<file path="src/rtl/rename_unit.sv">
// Register-rename stage: RAT, ready scoreboard and a circular physical-register free list
// feeding a one-entry registered output toward dispatch.
module rename_unit #(
  parameter  int PHYS_REGS    = 32,
  parameter  int FIXED_REGS   = 2,
  parameter  int RENAMED_REGS = 10,
  localparam int PW           = $clog2(PHYS_REGS)
) (
  input  logic              clk,
  input  logic              rst,
  input  logic              in_valid,
  output logic              in_ready,
  input  logic [23:0]       in_microop,
  output logic              out_valid,
  input  logic              out_ready,
  output logic [23:0]       out_microop,
  output logic [4*PW-1:0]   out_src_regs,
  output logic [3:0]        out_src_ready,
  output logic [3:0]        out_imm,
  output logic [2*PW-1:0]   out_dst_regs,
  output logic [1:0]        out_dst_valid,
  output logic [2*PW-1:0]   out_old_dst,
  input  logic              wb_valid,
  input  logic [PW-1:0]     wb_reg,
  input  logic [1:0]        free_valid,
  input  logic [2*PW-1:0]   free_reg
);

  localparam logic [3:0] FIXED_A = 4'(FIXED_REGS);

  logic [PW-1:0]  r_rat [16];
  logic [PHYS_REGS-1:0] r_sb;
  logic [PW-1:0]  r_fl [PHYS_REGS];
  logic [PW-1:0]  r_head;
  logic [PW-1:0]  r_tail;
  logic [PW:0]    r_count;

  logic [3:0]     w_opc;
  logic [15:0]    w_src_arch;
  logic [3:0]     w_imm;
  logic [3:0]     w_dst0_arch, w_dst1_arch;
  logic           w_dst0_raw, w_dst1_raw;
  logic           w_dst0_v, w_dst1_v;
  logic [1:0]     w_ndst;
  logic           w_accept;
  logic [PW-1:0]  w_new0, w_new1, w_old0, w_old1;
  logic [4*PW-1:0] w_src_regs;
  logic [3:0]     w_src_ready;
  logic [1:0]     w_pop, w_push;

  assign w_opc = in_microop[23:20];

  always_comb begin
    w_src_arch = {4'h0, in_microop[11:0]};
    w_imm      = 4'h0;
    case (w_opc)
      4'b1011: begin w_src_arch = {4'h0, in_microop[11:4], 4'h0};           w_imm = in_microop[3:0];   end
      4'b1100: begin w_src_arch = {4'h0, in_microop[11:0]};                 w_imm = in_microop[19:16]; end
      4'b1101: begin w_src_arch = in_microop[15:0];                         w_imm = in_microop[19:16]; end
      4'b1110: begin w_src_arch = {in_microop[15:4], in_microop[19:16]};   w_imm = in_microop[3:0];   end
      4'b1111: begin w_src_arch = {in_microop[15:12], 8'h00, in_microop[19:16]}; w_imm = in_microop[3:0]; end
      default: ;
    endcase
  end

  always_comb begin
    w_dst0_arch = in_microop[19:16];
    w_dst1_arch = in_microop[15:12];
    w_dst0_raw  = 1'b0;
    w_dst1_raw  = 1'b0;
    if (w_opc <= 4'b1010) begin
      w_dst0_raw = 1'b1;
      w_dst1_raw = 1'b1;
    end else if (w_opc == 4'b1011 || w_opc == 4'b1100) begin
      w_dst0_arch = in_microop[15:12];
      w_dst0_raw  = 1'b1;
    end
  end

  // Destinations naming a hardwired register are dropped and never allocate.
  assign w_dst0_v = w_dst0_raw && (w_dst0_arch >= FIXED_A);
  assign w_dst1_v = w_dst1_raw && (w_dst1_arch >= FIXED_A);
  assign w_ndst   = {1'b0, w_dst0_v} + {1'b0, w_dst1_v};

  assign in_ready = (!out_valid || out_ready) && (r_count >= {{(PW-1){1'b0}}, w_ndst});
  assign w_accept = in_valid && in_ready;

  for (genvar k = 0; k < 4; k++) begin : g_src
    logic [3:0]    w_a;
    logic [PW-1:0] w_p;
    assign w_a = w_src_arch[4*k +: 4];
    assign w_p = (w_a < FIXED_A) ? PW'(w_a) : r_rat[w_a];
    assign w_src_regs[k*PW +: PW] = w_p;
    assign w_src_ready[k] = (w_a < FIXED_A) || r_sb[w_p] || (wb_valid && wb_reg == w_p);
  end

  // Depth is a power of two, so pointer arithmetic wraps naturally.
  assign w_new0 = r_fl[r_head];
  assign w_new1 = r_fl[r_head + PW'(w_dst0_v)];
  assign w_old0 = r_rat[w_dst0_arch];
  assign w_old1 = (w_dst0_v && w_dst0_arch == w_dst1_arch) ? w_new0 : r_rat[w_dst1_arch];

  assign w_pop  = w_accept ? w_ndst : 2'd0;
  assign w_push = {1'b0, free_valid[0]} + {1'b0, free_valid[1]};

  always_ff @(posedge clk) begin
    if (rst) begin
      for (int i = 0; i < 16; i++) r_rat[i] <= PW'(i);
      r_sb <= '1;
      for (int i = 0; i < PHYS_REGS; i++) r_fl[i] <= PW'(FIXED_REGS + RENAMED_REGS + i);
      r_head        <= '0;
      r_tail        <= PW'(PHYS_REGS - FIXED_REGS - RENAMED_REGS);
      r_count       <= (PW+1)'(PHYS_REGS - FIXED_REGS - RENAMED_REGS);
      out_valid     <= 1'b0;
      out_microop   <= '0;
      out_src_regs  <= '0;
      out_src_ready <= '0;
      out_imm       <= '0;
      out_dst_regs  <= '0;
      out_dst_valid <= '0;
      out_old_dst   <= '0;
    end else begin
      if (wb_valid) r_sb[wb_reg] <= 1'b1;
      // Allocation updates come after the writeback so they win on a collision.
      if (w_accept && w_dst0_v) begin
        r_rat[w_dst0_arch] <= w_new0;
        r_sb[w_new0]       <= 1'b0;
      end
      if (w_accept && w_dst1_v) begin
        r_rat[w_dst1_arch] <= w_new1;
        r_sb[w_new1]       <= 1'b0;
      end
      if (free_valid[0]) r_fl[r_tail] <= free_reg[PW-1:0];
      if (free_valid[1]) r_fl[r_tail + PW'(free_valid[0])] <= free_reg[2*PW-1:PW];
      r_tail  <= r_tail + PW'(w_push);
      r_head  <= r_head + PW'(w_pop);
      r_count <= r_count + (PW+1)'(w_push) - (PW+1)'(w_pop);

      if (w_accept) begin
        out_valid     <= 1'b1;
        out_microop   <= in_microop;
        out_src_regs  <= w_src_regs;
        out_src_ready <= w_src_ready;
        out_imm       <= w_imm;
        out_dst_regs  <= {w_dst1_v ? w_new1 : '0, w_dst0_v ? w_new0 : '0};
        out_dst_valid <= {w_dst1_v, w_dst0_v};
        out_old_dst   <= {w_dst1_v ? w_old1 : '0, w_dst0_v ? w_old0 : '0};
      end else if (out_ready) begin
        out_valid <= 1'b0;
      end
    end
  end

endmodule

</file>
<file path="config.mk">
export PLATFORM = sky130hd
export DESIGN_NAME = rename_unit
export DESIGN_NICKNAME = d
export VERILOG_FILES = /design/src/rtl/rename_unit.sv
export SDC_FILE = /design/constraint.sdc
export NUM_CORES = 1
export LEC_CHECK = 0
export ABC_AREA = 0
export ABC_CLOCK_PERIOD_IN_PS = 6990
export BUFFER_PORTS_ARGS = -buffer_cell sky130_fd_sc_hd__buf_2
export CAP_MARGIN = 20
export CORE_MARGIN = 2
export CORE_UTILIZATION = 40
export CTS_BUF_LIST = sky130_fd_sc_hd__clkbuf_4
export DETAILED_ROUTE_END_ITERATION = 12
export HOLD_SLACK_MARGIN = 0.1
export PLACE_DENSITY = 0.57
export SETUP_SLACK_MARGIN = 0.3
export SYNTH_ARGS = -nofsm -noshare
export SYNTH_HDL_FRONTEND = slang
export SYNTH_SLANG_ARGS = --single-unit
</file>
<file path="constraint.sdc">
create_clock -name clk -period 6.99 [get_ports clk]
set_clock_uncertainty 0.15 [all_clocks]
set_input_delay 1.398 -clock clk [delete_from_list [all_inputs] [get_ports clk]]
set_output_delay 1.398 -clock clk [all_outputs]
set_load 0.01 [all_outputs]
</file>
======== Word level (Yosys, flattened, before mapping) ========
Memory sizes are Yosys's and may differ from the RTL's. A register that Yosys moved wholly into a read port is not among the register bits.
Cells that the tools add are included.
Widths: inputs -> output; s select.
operators by class
  add/subtract/negate cells ............... 8
  order comparisons ....................... 18
  equal/unequal tests ..................... 10
  multiplexer cells ....................... 65
  bitwise logic cells ..................... 5
  reduce and logical (&&, ||, !) cells .... 32
operator list
  operator            number
  $mux 32             5
  $mux 5              16
  $and 32x32->32      2
  $not 32->32         2
  $pmux 16 s4         1
  $lt 5x6->1 const B  7
  $or 32x32->32       1
  $mux 1              30
  $bmux 1 s5          4
  $eq 4x4->1 const B  5
  $eq 5x5->1          4
  $reduce_or 5->1     4
  $lt 4x2->1 const B  4
  $mux 4              4
  $demux 1 s5         3
  $ge 5x1->1 const B  3
  $logic_and 1x1->1   14
  $add 5x1->5         2
  $add 5x2->5         2
  $logic_or 1x1->1    10
  $ge 4x2->1 const B  2
  $pmux 4 s2          1
  $add 6x2->6         1
  $ge 6x2->1          1
  9 further kinds     10
word-level totals
  register bits ........................... 123
  bits in writable memories ............... 240
  bits of input ports ..................... 46
  output and inout port bits .............. 76
  memories ................................ 2
memories
  name   depth  width  rd ports  clocked after Yosys merged registers in  wr ports  RTL line  text
  r_fl   32     5      2         1                                        32        33        logic [PW-1:0] r_fl [PHYS_REGS];
  r_rat  16     5      6         0                                        16        31        logic [PW-1:0] r_rat [16];

======== Longest topological paths before layout ========
  word-level depth ........................ 16
  mapped depth ............................ 27
  gate-level depth less buffers ........... 24

======== Worst setup path after synthesis ========
No wires, ideal clock.
  path kind ............................... input to register
  start point ............................. input port in_microop[20]
  end point ............................... register r_count[5]
  setup time .............................. 0.128 ns
  arrival time ............................ 6.489 ns
  data required time ...................... 6.712 ns
  slack ................................... 0.223 ns
  stages on the path ...................... 27
  path through ............................ and3b_1 > o21ai_4 > mux2i_2 > nand2_2 > o21ai_2 > inv_1 > ha_1 > ha_1 > nand2b_1 > a21oi_1 > o21ai_0 > a21bo_2 > and3_1 > clkbuf_1 > clkbuf_1 > clkbuf_1 > nand2_1 > inv_1 > fa_1 > inv_1 > ha_1 > a21o_1 > a21oi_1 > o21bai_1 > a21oi_1 > xnor2_1 > nor2_1
on the way
  cells in the longest elaborated chain, start to end .. 12
  elaborated cells between the ends (all ways) .. 18
  those cells by class .................... 2 x add/sub; 3 x order compare; 2 x eq/ne; 6 x mux; 5 x reduce/logical
RTL lines
  item                   RTL line  text
  from (decl)            13        input logic [23:0] in_microop,
  $eq 4x4->1             74        end else if (w_opc == 4'b1011 || w_opc == 4'b1100) begin
  $logic_or 1x1->1       74
  $mux 4                 74
  $mux 4                 71        if (w_opc <= 4'b1010) begin
  $ge 4x2->1             81        assign w_dst0_v = w_dst0_raw && (w_dst0_arch >= FIXED_A);
  $logic_and 1x1->1 (*)  81
  named net w_dst0_v     43        logic w_dst0_v, w_dst1_v;
  $add 1x1->2 (*)        83        assign w_ndst = {1'b0, w_dst0_v} + {1'b0, w_dst1_v};
  $ge 6x2->1             85        assign in_ready = (!out_valid || out_ready) && (r_count >= {{(PW-1){1'b0}}, w_ndst});
  $logic_and 1x1->1      85
  $logic_and 1x1->1      86        assign w_accept = in_valid && in_ready;
  $mux 2 (*)             103       assign w_pop = w_accept ? w_ndst : 2'd0;
  $sub 6x2->6 (*)        137       r_count <= r_count + (PW+1)'(w_push) - (PW+1)'(w_pop);
  to (signal assigned)   113       r_count <= (PW+1)'(PHYS_REGS - FIXED_REGS - RENAMED_REGS);
  to (signal assigned)   137
  to (decl)              36        logic [PW:0] r_count;
Mark *: on every way through the listed nets, which the timed path passes. The rest lies on a longest branch.
A chain may end at the register's enable or synchronous reset.

======== Worst setup path in the final report ========
  start point ............................. input port in_microop[20]
  end point ............................... output port in_ready
on the way
  cells in the longest elaborated chain, start to end .. 9
  elaborated cells between the ends (all ways) .. 15
  those cells by class .................... 1 x add/sub; 3 x order compare; 2 x eq/ne; 5 x mux; 4 x reduce/logical
RTL lines
  item                   RTL line  text
  $eq 4x4->1             74
  $logic_or 1x1->1       74
  $mux 4                 74
  $mux 4                 71
  $ge 4x2->1             81
  $logic_and 1x1->1 (*)  81
  named net w_dst0_v     43
  $add 1x1->2 (*)        83
  $ge 6x2->1 (*)         85
  $logic_and 1x1->1 (*)  85
  to (decl)              12        output logic in_ready,
Marked as above.

==> results by group <==
Floorplan
  – Die height: 253 um
  – Die area: 63900 um^2
  – Num ports: 122
  – Core region area: 61500 um^2
  – Cell Rows: 91
  – Die width: 253 um
  – Starting density of the core: 40.3%

Timing
  – Slew at the pin closest to its max-slew limit: 1.14 ns
  – Endpoints failing hold: 0
  – Worst hold slack: 0.300 ns
  – Total negative slack: 0 ns
  – Fmax achieved: 162 MHz
  – Number of setup violations in the final report: 0
  – Tmin final: 6.16 ns
  – Unrepaired setup endpoints after global routing: no
  – Setup ws final: 0.831 ns
  – Worst relative slew slack: 24.1%
  – Portion of the clock cycle consumed by the worst path in the final layout: 88.1%
  – Final Slew Violations: 0

Layout
  – Util after Layout: 44.4%
  – Area used by multi-input combinational logic: 14000 um^2
  – Fillers: 5990
  – Fraction of layout instances using a drive strength above 1: 22.4%
  – Total number of nets in the final design: 2663
  – Flip-flop and latch area: 9670 um^2
  – Relative area change from synthesis to final layout: 10.1%

Place
  – Detailed placer's ending HPWL: 66900 um
  – Total of buffers placed on input and output ports: 121
  – Setup slack at placement: 0.353 ns
  – Final GP Congestion: 0.972

Synth
  – Fraction of registers with async set/reset: 0%
  – Most instantiated flip-flop cell in the synthesis netlist: sky130_fd_sc_hd__edfxtp_1
  – Sequential share of the synthesized area: 39.0%
  – Synth Cell Area: 24800 um^2
  – Total number of yosys warnings: 0
  – Mean post-synth cell area: 9.82 um^2
  – Flops & latches, synth: 363
  – Cell count after synthesis: 2522
  – EDFF count, synth: 240
  – Count of cell types in the netlist: 92

Clocking
  – Number of H-tree levels: 3
  – Maximum clock insertion buffer count: 3
  – CTS tree: yes
  – Cts bufs inserted: 102
  – Cell chosen for the clock root: sky130_fd_sc_hd__clkbuf_4
  – Clock latency at the later pin of the worst-skew pair: 0.98 ns
  – Clk pin slew, worst setup/hold paths: 0.06 ns
  – Number of sinks handled by clock tree synthesis: 363
  – Post-CTS Setup Inserts: 0
  – Count of cells resized by post-cts repair: 0
  – Hold-fix buffers at CTS: 0

Detailed routing
  – Via count normalized by instance count: 6.53
  – Drc violations: 0
  – Routed WL per cell: 27.3 um
  – Final routed wirelength across all metal layers: 94600 um
  – Total number of vias: 22700
  – Antenna Violating Nets Remaining: 0
  – Drt initial violations: 2729
  – Detailed-routing iteration count for the pre-antenna-repair pass: 7

Setup path
  – Startpoint Class: input port
  – CP required: 5.44 ns
  – Type of element capturing the critical path: output pin
  – Maximum fanout along the worst path: 12
  – Critical Setup Path Class: input port to output pin
  – Critical path data arrival time: 4.61 ns

Run status
  – Outcome: finished, final reports clean

Power and ir drop
  – P per Cell Area: 234 nW/um^2
  – Maximum VDD drop: 0.141 mV
  – Static power due to leakage: 9.41 nW

GRT
  – Overflow after GRT: 0
  – Number of antenna violations at the first check in global routing: 5
  – Vias in the first global route: 21500
  – GRT Resource Usage Total: 29.3%
  – Pin count of the biggest net entering global routing: 72
  – First-pass GRT wire length: 140000 um

Worst hold path
  – Min-delay worst type: register to register

Job
  – Max-Cap Viols: 0
## cell families (layout without fill, tap and decap cells)
| group | after synthesis | count (layout) | share of synthesized area, % |
|---|---|---|---|
| buf+inv | 271 | 415 | 4.70 |
| fa+ha+maj | 26 | 26 | 1.43 |
| compound gates | 603 | 603 | 16.0 |
| simple gates | 910 | 910 | 17.1 |
| flops | 363 | 363 | 39.0 |
| mux | 313 | 313 | 20.5 |
| other cells | 2 | 16 | 0.0303 |
| xor+xnor | 34 | 34 | 1.23 |
## layout by cell type, fill, tap and decap left out, types with 41 or more instances in the layout
cell type                  netlist  routed
sky130_fd_sc_hd__nand3_1        95      94
sky130_fd_sc_hd__nand2_1       299     299
sky130_fd_sc_hd__nor3_1         65      65
sky130_fd_sc_hd__edfxtp_1      240     240
sky130_fd_sc_hd__nor2_1        248     248
sky130_fd_sc_hd__buf_4          15      49
sky130_fd_sc_hd__clkbuf_4        0     151
sky130_fd_sc_hd__mux2i_1       129     121
sky130_fd_sc_hd__o22ai_1        49      49
sky130_fd_sc_hd__a21oi_1       165     165
sky130_fd_sc_hd__a31oi_1        51      51
sky130_fd_sc_hd__dfxtp_1       123     121
sky130_fd_sc_hd__buf_2          31     120
sky130_fd_sc_hd__a22oi_1        42      41
sky130_fd_sc_hd__a221oi_1       42      42
sky130_fd_sc_hd__mux4_2        148     148
sky130_fd_sc_hd__inv_1          52      52
sky130_fd_sc_hd__o21ai_0       102     101
## worst max-delay path: stages
cell	delay [ns]
sky130_fd_sc_hd__buf_2	0.10
sky130_fd_sc_hd__buf_4	0.18
sky130_fd_sc_hd__nor3b_1	0.37
sky130_fd_sc_hd__o21ai_4	0.20
sky130_fd_sc_hd__mux2i_2	0.27
sky130_fd_sc_hd__nand2_2	0.17
sky130_fd_sc_hd__o21ai_2	0.21
sky130_fd_sc_hd__inv_1	0.13
sky130_fd_sc_hd__ha_1	0.33
sky130_fd_sc_hd__ha_1	0.28
sky130_fd_sc_hd__nand2b_1	0.14
sky130_fd_sc_hd__a21oi_1	0.15
sky130_fd_sc_hd__o21ai_0	0.09
sky130_fd_sc_hd__a21bo_2	0.24
sky130_fd_sc_hd__and2_1	0.16
sky130_fd_sc_hd__buf_2	0.16
## report_power, final
group	internal, mW	switching (mW)	total (mW)
combinational	0.701	1.11	1.81
clock	0.996	0.993	1.99
sequential	2.43	0.154	2.58
total	4.12	2.26	6.38
## final timing paths
path,startpoint,end,slack (ns),depth (start not counted)
min,out_microop[19]$_SDFFE_PP0N_,out_microop[19]$_SDFFE_PP0N_,0.30,2
min reg2reg,out_microop[19]$_SDFFE_PP0N_,out_microop[19]$_SDFFE_PP0N_,0.30,2
max,in_microop[20],in_ready,0.83,16
max reg2reg,r_head[0]$_SDFF_PP0_,r_sb[22]$_SDFF_PP1_,2.60,9
## final cells by class
class | count | area share (%)
antenna | 6 | 0.0550
clock buffer | 151 | 4.16
clock inverter | 36 | 0.638
inverter | 55 | 0.757
multi-input combinational | 1896 | 51.5
sequential | 363 | 35.5
tap | 790 | 3.62
timing repair buffer | 173 | 3.84
## through the flow
stage | power [mW] | cell area [um^2] | instances
finish | 6.38 | 27300 | 3470
floorplan | 3.78 | 24800 | 2530
global route | 6.65 | 27300 | 3469
CTS | 6.38 | 27200 | 3463
global placement | 4.38 | 25900 | 3275
detailed placement | 4.40 | 25900 | 3276
## metal layers
layer	track usage [%]	part of all wire [%]
met1	38.3	39
met2	45.9	45
met3	6.64	11
met4	14.0	4.9
met5	0	0.012
## state kept, by name (all words and copies together) (netlist names), 6 cells and up
name and count:
out_src_regs 20, out_old_dst 10, r_fl 160, r_count 6
out_microop 24, r_sb 32, r_rat 80, out_dst_regs 10
## Yosys cell counts, types with 28 or more instances
| cell | n | share of area [%] |
|---|---|---|
| sky130_fd_sc_hd__nand2_1 | 299 | 4.5 |
| sky130_fd_sc_hd__a221oi_1 | 42 | 1.5 |
| sky130_fd_sc_hd__edfxtp_1 | 240 | 29 |
| sky130_fd_sc_hd__a211oi_1 | 29 | 0.88 |
| sky130_fd_sc_hd__buf_2 | 31 | 0.63 |
| sky130_fd_sc_hd__o22ai_1 | 49 | 1.2 |
| sky130_fd_sc_hd__or2_2 | 31 | 0.78 |
| sky130_fd_sc_hd__nor3_1 | 65 | 1.3 |
| sky130_fd_sc_hd__dfxtp_1 | 123 | 9.9 |
| sky130_fd_sc_hd__o21ai_0 | 102 | 2.1 |
| sky130_fd_sc_hd__nor2_1 | 248 | 3.8 |
| sky130_fd_sc_hd__nor2b_1 | 29 | 0.73 |
| sky130_fd_sc_hd__a22oi_1 | 42 | 1.3 |
| sky130_fd_sc_hd__mux4_2 | 148 | 13 |
| sky130_fd_sc_hd__mux2i_1 | 129 | 5.2 |
| sky130_fd_sc_hd__clkbuf_1 | 149 | 2.3 |
| sky130_fd_sc_hd__nand3_1 | 95 | 1.9 |
| sky130_fd_sc_hd__mux2_2 | 28 | 1.3 |
| sky130_fd_sc_hd__a31oi_1 | 51 | 1.3 |
| sky130_fd_sc_hd__inv_1 | 52 | 0.79 |
| sky130_fd_sc_hd__a21oi_1 | 165 | 3.3 |
Power figures use the tool's default switching activity.
